==> src/rtl/hilo_ctrl.sv <==
// rtl/hilo_ctrl.sv - HI/LO register bank and divider/multiplier handshake sequencer
//
// Purpose:
//   This block issues one-cycle start pulses to the divider (CtoD) and the
//   multiplier (CtoM). It then waits for their done handshakes and captures
//   the 64-bit result into HI/LO. It also serves mthi/mtlo/mfhi/mflo and
//   raises sticky divide-by-zero and handshake-timeout flags.
//
// Ports:
//   Clock, Reset           clock; asynchronous active-high reset
//   DivStart, MultStart    start requests, sampled only in IDLE
//   B                      divisor, checked for zero when DivStart is accepted
//   CtoD / DtoC            divider start pulse / divider done
//   DivHigh, DivLow        divider remainder / quotient
//   CtoM / MtoC            multiplier start pulse / multiplier done
//   MultHigh, MultLow      product upper / lower half
//   MtHi, MtLo, WriteData  direct HI/LO writes, honoured only in IDLE
//   MfHi, MfLo, ReadData   combinational HI/LO read port
//   Busy                   high in every non-IDLE state
//   DivZero, Timeout       sticky error flags
module hilo_ctrl #(
  parameter int TIMEOUT = 40
) (
  input  logic        Clock,
  input  logic        Reset,
  input  logic        DivStart,
  input  logic        MultStart,
  input  logic [31:0] B,
  output logic        CtoD,
  input  logic        DtoC,
  input  logic [31:0] DivHigh,
  input  logic [31:0] DivLow,
  output logic        CtoM,
  input  logic        MtoC,
  input  logic [31:0] MultHigh,
  input  logic [31:0] MultLow,
  input  logic        MtHi,
  input  logic        MtLo,
  input  logic [31:0] WriteData,
  input  logic        MfHi,
  input  logic        MfLo,
  output logic [31:0] ReadData,
  output logic        Busy,
  output logic        DivZero,
  output logic        Timeout
);

  localparam int CW = $clog2(TIMEOUT) + 1;
  localparam logic [CW-1:0] CNT_LAST = CW'(TIMEOUT - 1);

  typedef enum logic [2:0] {IDLE, DSTART, DWAIT, MSTART, MWAIT} state_t;

  state_t        state, state_next;
  logic [31:0]   hi, hi_next, lo, lo_next;
  logic [CW-1:0] cnt, cnt_next;
  logic          div_zero_next, timeout_next;

  always_comb begin
    state_next    = state;
    hi_next       = hi;
    lo_next       = lo;
    cnt_next      = cnt;
    div_zero_next = DivZero;
    timeout_next  = Timeout;
    unique case (state)
      IDLE: begin
        // Starts take priority over moves; an accepted start drops MtHi/MtLo.
        if (DivStart) begin
          if (B == '0) begin
            div_zero_next = 1'b1;
          end else begin
            div_zero_next = 1'b0;
            timeout_next  = 1'b0;
            state_next    = DSTART;
          end
        end else if (MultStart) begin
          timeout_next = 1'b0;
          state_next   = MSTART;
        end else begin
          if (MtHi) hi_next = WriteData;
          if (MtLo) lo_next = WriteData;
        end
      end
      DSTART: begin
        cnt_next   = '0;
        state_next = DWAIT;
      end
      DWAIT: begin
        // A done arriving on the last counted cycle still wins over the timeout.
        if (DtoC) begin
          hi_next    = DivHigh;
          lo_next    = DivLow;
          state_next = IDLE;
        end else if (cnt == CNT_LAST) begin
          timeout_next = 1'b1;
          state_next   = IDLE;
        end else begin
          cnt_next = cnt + CW'(1);
        end
      end
      MSTART: begin
        cnt_next   = '0;
        state_next = MWAIT;
      end
      MWAIT: begin
        if (MtoC) begin
          hi_next    = MultHigh;
          lo_next    = MultLow;
          state_next = IDLE;
        end else if (cnt == CNT_LAST) begin
          timeout_next = 1'b1;
          state_next   = IDLE;
        end else begin
          cnt_next = cnt + CW'(1);
        end
      end
      default: state_next = IDLE;
    endcase
  end

  // Start pulses and Busy are flops loaded from the next state, so the
  // divider (which samples on negedge) sees a clean full-cycle pulse.
  always_ff @(posedge Clock or posedge Reset) begin
    if (Reset) begin
      state   <= IDLE;
      hi      <= '0;
      lo      <= '0;
      cnt     <= '0;
      DivZero <= 1'b0;
      Timeout <= 1'b0;
      CtoD    <= 1'b0;
      CtoM    <= 1'b0;
      Busy    <= 1'b0;
    end else begin
      state   <= state_next;
      hi      <= hi_next;
      lo      <= lo_next;
      cnt     <= cnt_next;
      DivZero <= div_zero_next;
      Timeout <= timeout_next;
      CtoD    <= (state_next == DSTART);
      CtoM    <= (state_next == MSTART);
      Busy    <= (state_next != IDLE);
    end
  end

  assign ReadData = MfHi ? hi : (MfLo ? lo : 32'h0);

endmodule

==> config.mk <==
export PLATFORM = sky130hd
export DESIGN_NAME = hilo_ctrl
export DESIGN_NICKNAME = d
export VERILOG_FILES = /design/src/rtl/hilo_ctrl.sv
export SDC_FILE = /design/constraint.sdc
export NUM_CORES = 1
export LEC_CHECK = 0
export CAP_MARGIN = 10
export CORE_AREA = 2 2 109 111
export CTS_CLUSTER_SIZE = 14
export DETAILED_ROUTE_END_ITERATION = 16
export DIE_AREA = 0 0 111 113
export PLACE_DENSITY = 0.81
export SLEW_MARGIN = 40
export SYNTH_ARGS = -nofsm -noshare
export SYNTH_HDL_FRONTEND = slang
export SYNTH_SLANG_ARGS = --single-unit
==> constraint.sdc <==
create_clock -name Clock -period 2.8 [get_ports Clock]
set_clock_uncertainty 0.05 [all_clocks]
set_input_delay 0.42 -clock Clock [delete_from_list [all_inputs] [get_ports Clock]]
set_output_delay 0.42 -clock Clock [all_outputs]
set_load 0.02 [all_outputs]
-- After elaboration in Yosys (flattened, before gate mapping)
Index checks and enable logic that the tools add are counted.
- latch bits: 0
- memories kept: 0
- word-level logic and storage cells: 71
- ROM bits: 0
- memory bits (writable): 0
- register bits after elaboration: 79
- shift operators: 0
- reductions and logical operators: 11
- bitwise gates (word level): 0
- div/mod/pow operators: 0
- multipliers: 0
- $add $sub $neg: 1
- magnitude comparators: 0
- multiplexer cells: 33
- equal/unequal tests: 17
- operators with widths (cell ; count):
    $mux 32 ; 12
    $pmux 32 s3 ; 2
    $logic_not 32->1 ; 1
    $mux 7 ; 3
    $pmux 7 s3 ; 1
    $mux 3 ; 6
    $ne 2x2->1 const B ; 8
    $pmux 3 s5 ; 1
    $reduce_and 6->1 ; 2
    $eq 3x2->1 const B ; 3
    $reduce_bool 3->1 ; 3
    $add 7x1->7 const B ; 1
    $eq 7x6->1 const B ; 1
    $mux 1 ; 7
    $eq 3x1->1 const B ; 2
    $ne 3x3->1 const B ; 2
    $reduce_and 5->1 ; 1
    $eq 3x3->1 const B ; 1
    $logic_not 3->1 ; 1
    $pmux 1 s3 ; 1
    $reduce_and 3->1 ; 1
    $reduce_and 2->1 ; 1
    $reduce_or 2->1 ; 1

-- Longest topological paths before layout
Gate-level depths: netlist (run 1).
- depth in word-level cells: 5
- depth in mapped cells: 6
- gate-level depth less buffers: 5

-- Worst setup path after synthesis (run 1)
OpenSTA, ideal clock, no wires.
- path kind: input to output
- start point: input MfLo
- end point: output ReadData[18]
- path slack: 0.782 ns
- stages on the path: 5
- required time: 2.330 ns
- arrival time: 1.548 ns
- path through: clkbuf_1 > nor2b_1 > clkbuf_1 > clkbuf_1 > a22o_1
- cells in the longest elaborated chain, start to end: 2
- RTL lines (element ; line ; text):
    start, declared ; 41 ; input logic MfLo,
    $mux 32 (2 in a row) ; 147 ; assign ReadData = MfHi ? hi : (MfLo ? lo : 32'h0);
    end, declared ; 42 ; output logic [31:0] ReadData,
No other way between the ends.

-- Worst setup path after layout (run 1)
Ends and elaborated chain as after synthesis.

==> results of run 1 <==
-- area by class of cell --
type,count,area (um2)
well taps,143,179
fillers,908,3870
clock buffers,10,239
repair buffers,252,2530
multi-input cells,278,2370
clock inverters,6,83.8
inverters,5,20.0
flip-flops and latches,79,1980
-- final timing paths --
path / from / endpoint / depth (start not counted)
worst max-delay path: MfLo / ReadData[18] / 5
worst min-delay path: lo[31] / lo[31] / 1
worst max register to register: state[0] / lo[31] / 5
worst min register to register: lo[31] / lo[31] / 1
max in group asynchronous: Reset / lo[31] / 3
min in group asynchronous: Reset / DivZero / 2
-- power by group --
group	total (uW)	internal (uW)	switching (uW)
clock network	1250	801	447
registers	2070	1710	368
logic	3940	2210	1730
total	7270	4720	2540
-- synth_stat cells, drive strengths merged --
| library cell | number |
|---|---|
| a2111oi | 2 |
| a21o | 1 |
| a21oi | 5 |
| a221o | 64 |
| a22o | 24 |
| a2bb2oi | 1 |
| a311oi | 1 |
| a32o | 1 |
| and3 | 33 |
| buf | 11 |
| clkbuf | 26 |
| dfrtp | 79 |
| ha | 1 |
| inv | 5 |
| mux2 | 64 |
| mux2i | 1 |
| nand2 | 24 |
| nand3 | 2 |
| nand3b | 1 |
| nand4 | 4 |
| nor2 | 5 |
| nor2b | 4 |
| nor3 | 4 |
| nor3b | 1 |
| nor4 | 8 |
| nor4b | 1 |
| o211ai | 1 |
| o21ai | 10 |
| o21bai | 1 |
| o31ai | 3 |
| o32ai | 1 |
| or3 | 1 |
| or3b | 5 |
| or4 | 1 |
| or4b | 1 |
| xnor2 | 2 |
-- through the flow --
stage	worst slack, ns	power, uW	area [um2]	util (%)	hold WS, ns
floorplan	0.307	4630	4490	-	0.409
global placement	0.299	5920	7080	62.8	0.417
detailed placement	0.260	6060	7080	62.8	0.432
CTS	0.248	7330	7410	65.7	0.444
global route	0.181	7700	7410	65.7	0.464
finish	0.252	7270	7410	65.7	0.439
-- kinds of logic after synthesis --
| kind of cell | after synthesis |
|---|---|
| simple gates | 95 |
| compound gates | 115 |
| buf+inv | 42 |
| xor+xnor | 2 |
| mux | 65 |
| flops | 79 |
| fa+ha+maj | 1 |
-- state kept, by name, indices dropped and copies added, names as in the netlist --
register,cells
hi,32
Timeout,1
DivZero,1
CtoM,1
CtoD,1
Busy,1
cnt,7
lo,32
state,3
-- layout by cell type (no fill, tap or decap), drive strengths merged, types with 2 or more instances in the layout --
master         count
a2111oi            2
a21oi              5
a221o             64
a22o              24
and3              33
buf               15
bufinv             2
clkbuf            10
clkdlybuf4s50    237
clkinv             5
dfrtp             79
inv                4
mux2              64
nand2             24
nand3              2
nand4              4
nor2               5
nor2b              4
nor3               4
nor4               8
o21ai             10
o31ai              3
or3b               5
xnor2              2
-- layer usage --
| metal | global-route usage, % | share of wire, % |
|---|---|---|
| met5 | 0 | 0 |
| met2 | 44.2 | 52 |
| met3 | 5.09 | 7.9 |
| met4 | 10.0 | 2.7 |
| met1 | 26.8 | 37 |
==> qor.txt, run 1 <==
Status: complete, no violations
Count of pins on the block boundary: 239
Wire length reported by the detailed router: 15.3 mm
Number of levels in the clock H-tree: 3
Area share of the leading cell type in the synthesized netlist: 44.0%
#FFs+latches synth: 79
Number of distinct library cells after synthesis: 42
Arrival time of data at the critical path endpoint: 2.08 ns
Post-Synthesis Mean Instance Area: 11.3 um2
Hold Violations, Final: 0
Final number of max-transition violations: 0
Vias in the first global route: 4867
Main combinational cell family by area after synthesis: compound AO/OA/AOI/OAI gates
Clock latency reported for the late side of the worst-skew pair: 0.33 ns
Max incr delay on CP: 0.61 ns
Vertical die dimension: 113 um
Setup TNS: 0 ns
Final number of setup-violating endpoints: 0
Maximum frequency from static timing analysis: 0.392 GHz
Number of buffers inserted by hold repair at cts: 0
Total Routing Usage GR: 23.9%
Clk root buf: sky130_fd_sc_hd__clkbuf_16
Residual DRC: 0
Crit path kind: input pin to output port
FP Rows: 39
Worst Setup Start Kind: input pin
Post-synthesis xor/xnor area fraction: 0.390%
Max transition margin: 54.1%
Die Width: 111 um
Worst Setup End Kind: output port
Gate family responsible for the most delay along the worst path: buffers and inverters
Ordered list of cells on the worst path: clkdlybuf4s50_1 > nor2b_2 > buf_12 > a22o_1 > clkdlybuf4s50_1
Minimum period implied by the final worst setup slack: 2.55 ns
Synthesized-area fraction occupied by ao, oa, aoi and oai cells: 22.9%
Final #Nets: 828
Total vias in the final route: 4531
Slowest stage cell, crit path: sky130_fd_sc_hd__clkdlybuf4s50_1
Cells resized by post-CTS repair: 0
Die area: 12500 um2
Setup repair after global routing missed its margin: false
Grt total ovfl: 0
Area of the mapped netlist: 4490 um2
Required @ worst endpoint: 2.33 ns
Synth Instances: 399
Cts bufs inserted: 9
Power density of the placed cells: 981 nW/um2
Clock transition at the registers of the reported paths: 0.05 ns
Share of the clock period used by the worst path after layout: 91.0%
Number of antenna violations at the first check in global routing: 0
Synth Area in Adders: 0.278%
Routed length per instance: 19.7 um
Yosys synthesis warning count: 0
Share of post-route cells with drive strength above 1: 16.2%
First-pass GRT wire length: 23.8 mm
Initial core utilization: 39.9%
Gpl congestion: 0.848
Antenna viol nets, final: 0
Sequential share of the synthesized area: 44.0%
Count of port buffers added during placement: 238
Leakage power: 0.00303 uW
Core box area: 11300 um2
Post-Synthesis Net Count: 602
Register-to-Register Setup Slack: 0.43 ns
HP Class: flop to flop
Setup Buffers After CTS: 0
Violation count after the first detailed-route iteration: 217
Maximum fanout along the worst path: 23
Synth area leaders: sky130_fd_sc_hd__dfrtp_1, sky130_fd_sc_hd__mux2_2, sky130_fd_sc_hd__a221o_1
Placed cell count: 757
Antenna Cells: 0
Max-Cap Viols: 0
1st-pass router iterations: 4
Library cell occupying the most area in the post-synthesis netlist: sky130_fd_sc_hd__dfrtp_1
TritonCTS clock tree: built
Number of clock sinks seen by CTS: 79
Post-synthesis mux area share: 16.3%
Post-DP HPWL: 11.4 mm
Worst-case vdd ir drop: 0.528 mV
Via-per-instance ratio: 5.86
Maximum number of pins on one net before global-route repair: 51
Tightest Pin Transition: 0.688 ns
Synth Area in Simple Gates: 12.3%
Most frequent CP cell: sky130_fd_sc_hd__clkdlybuf4s50_1
Clk buf depth: 2
Worst Path Buf+Inv: 3
Layout overhead on the synthesized area: 64.8%
Count of non-filler cells in the finished layout: 773
No activity file was read; power rests on OpenSTA's default activity.
==> run 2: changes to the inputs <==
Settings changed: PLACE_DENSITY 0.81 to 0.83.
==> run 2 against run 1 <==
  * Sequential power shrank 2%
  * Non-clock buffer count grew 6
  * Critical path type unchanged
  * Total power is essentially flat
  * Largest power group unchanged
==> qor.txt, run 2 (same netlist as run 1, synthesis figures left out) <==
Maximum number of pins on one net before global-route repair: 45
Clk root buf: sky130_fd_sc_hd__clkbuf_16
Registers with the most flip-flops: hi: 32 flops, lo: 32 flops, cnt: 7 flops
Vertical die dimension: 113 um
Worst-case hold slack: 0.424 ns
TritonCTS clock tree: built
Residual DRC: 0
Final number of setup-violating endpoints: 0
Setup TNS: 0 ns
Required @ worst endpoint: 2.33 ns
Worst Setup End Kind: output port
Crit path kind: input pin to output port
Post-DP HPWL: 12.0 mm
Total vias in the final route: 4517
Worst Setup Start Kind: input pin
Area after detailed placement: 7080 um2
Count of pins on the block boundary: 239
Hold_sp: DivZero
HP Class: flop to flop
Worst-case vdd ir drop: 0.557 mV
Clock latency reported for the late side of the worst-skew pair: 0.33 ns
Number of antenna violations at the first check in global routing: 0
Wire length reported by the detailed router: 15.8 mm
Count of port buffers added during placement: 238
Arrival time of data at the critical path endpoint: 2.13 ns
Die Width: 111 um
Routed length per instance: 20.3 um
Die area: 12500 um2
First-pass GRT wire length: 24.8 mm
Antenna viol nets, final: 0
Layout Cell Area excl Fill: 7400 um2
1st-pass router iterations: 4
Setup Buffers After CTS: 0
Cells on Worst Hold Path: 2
Core box area: 11300 um2
Violation count after the first detailed-route iteration: 292
Number of cells on the worst reg-to-reg path: 6
Antenna Cells: 0
Source of the critical timing path: MfLo
Commonest cells after routing, fill and taps aside: sky130_fd_sc_hd__clkdlybuf4s50_1, sky130_fd_sc_hd__dfrtp_1, sky130_fd_sc_hd__a221o_1
Maximum fanout along the worst path: 23
Number of levels in the clock H-tree: 3
Gpl congestion: 0.876
Number of clock sinks seen by CTS: 79
Hold Violations, Final: 0
PnR worst setup slack: 0.200 ns
Minimum period implied by the final worst setup slack: 2.60 ns
Layout filler cell count: 906
Pre-CTS worst setup slack: 0.221 ns
FP Rows: 39
Vias in the first global route: 4889
Worst flop-to-flop path startpoint: state[0]
Grt total ovfl: 0
Clock transition at the registers of the reported paths: 0.05 ns
Final number of max-transition violations: 0
Total Routing Usage GR: 25.0%
Layout overhead on the synthesized area: 64.7%
Max-Cap Viols: 0
Final #Nets: 834
Tightest Pin Transition: 0.776 ns
Number of buffers inserted by hold repair at cts: 0
Setup repair after global routing missed its margin: false
Max transition margin: 48.3%
Share of the clock period used by the worst path after layout: 92.9%
Cts bufs inserted: 9
Cells resized by post-CTS repair: 0
Leakage power: 0.00304 uW
Power density of the placed cells: 982 nW/um2
Clk buf depth: 2
Most common cell after layout, fill and taps aside: sky130_fd_sc_hd__clkdlybuf4s50_1
Share of post-route cells with drive strength above 1: 16.8%
Status: complete, no violations
Via-per-instance ratio: 5.80
Initial core utilization: 39.9%
Maximum frequency from static timing analysis: 0.385 GHz
## run 2: cell count changes in the layout (fill, tap and decap cells not counted), sizes merged
| cell | previous run | this run |
|---|---|---|
| buf | 15 | 20 |
| bufinv | 2 | 1 |
| clkbuf | 10 | 14 |
| clkinv | 5 | 3 |
## run 2: area by class of cell
| class | count | area (um2) | area share, % |
|---|---|---|---|
| Tap cell | 143 | 179 | 2.42 |
| Inverter | 5 | 20.0 | 0.270 |
| Clock inverter | 3 | 40.0 | 0.541 |
| Sequential cell | 79 | 1980 | 26.7 |
| Multi-Input combinational cell | 278 | 2370 | 32.1 |
| Timing Repair Buffer | 258 | 2540 | 34.3 |
| Clock buffer | 13 | 270 | 3.65 |
## run 2: path summary, 6_finish.rpt
kind	to	slack, ns
max in group asynchronous	lo[29]	1.84
hold reg to reg	DivZero	0.42
setup reg to reg	lo[9]	0.31
min in group asynchronous	hi[20]	0.49
setup / recovery	ReadData[8]	0.20
hold / removal	DivZero	0.42
## run 2: per-stage QoR
stage               cells  total power (uW)  utilization (%)
CTS                   778              7300             65.6
global route          779              7700             65.7
detailed placement    762              6070             62.8
finish                779              7260             65.7
floorplan             399              4630                -
global placement      762              5900             62.8
## run 2: power breakdown
| part | total [uW] | switching (uW) | internal, uW |
|---|---|---|---|
| logic | 4030 | 1820 | 2210 |
| clock network | 1200 | 438 | 760 |
| registers | 2030 | 325 | 1710 |
## run 2: layer usage
| layer | GRT usage [%] | part of all wire (%) | vias to the layer above |
|---|---|---|---|
| met3 | 5.30 | 7.2 | 36 |
| met1 | 27.9 | 37 | 2187 |
| met5 | 0 | 0 | - |
| met4 | 9.58 | 2.7 | 0 |
| met2 | 47.0 | 53 | 227 |
| li1 | - | - | 2067 |
## run 2: critical path, stage by stage
cell and delay [ns]:
sky130_fd_sc_hd__clkdlybuf4s50_1 0.48, sky130_fd_sc_hd__nor2b_2 0.23, sky130_fd_sc_hd__buf_12 0.20, sky130_fd_sc_hd__a22o_1 0.17, sky130_fd_sc_hd__clkdlybuf4s50_1 0.61
==> run 3: changes to the inputs <==
Settings changed: CAP_MARGIN 10 to default.
==> results of run 3 <==
Final layout, timing and power as in run 2 (identical DEF).
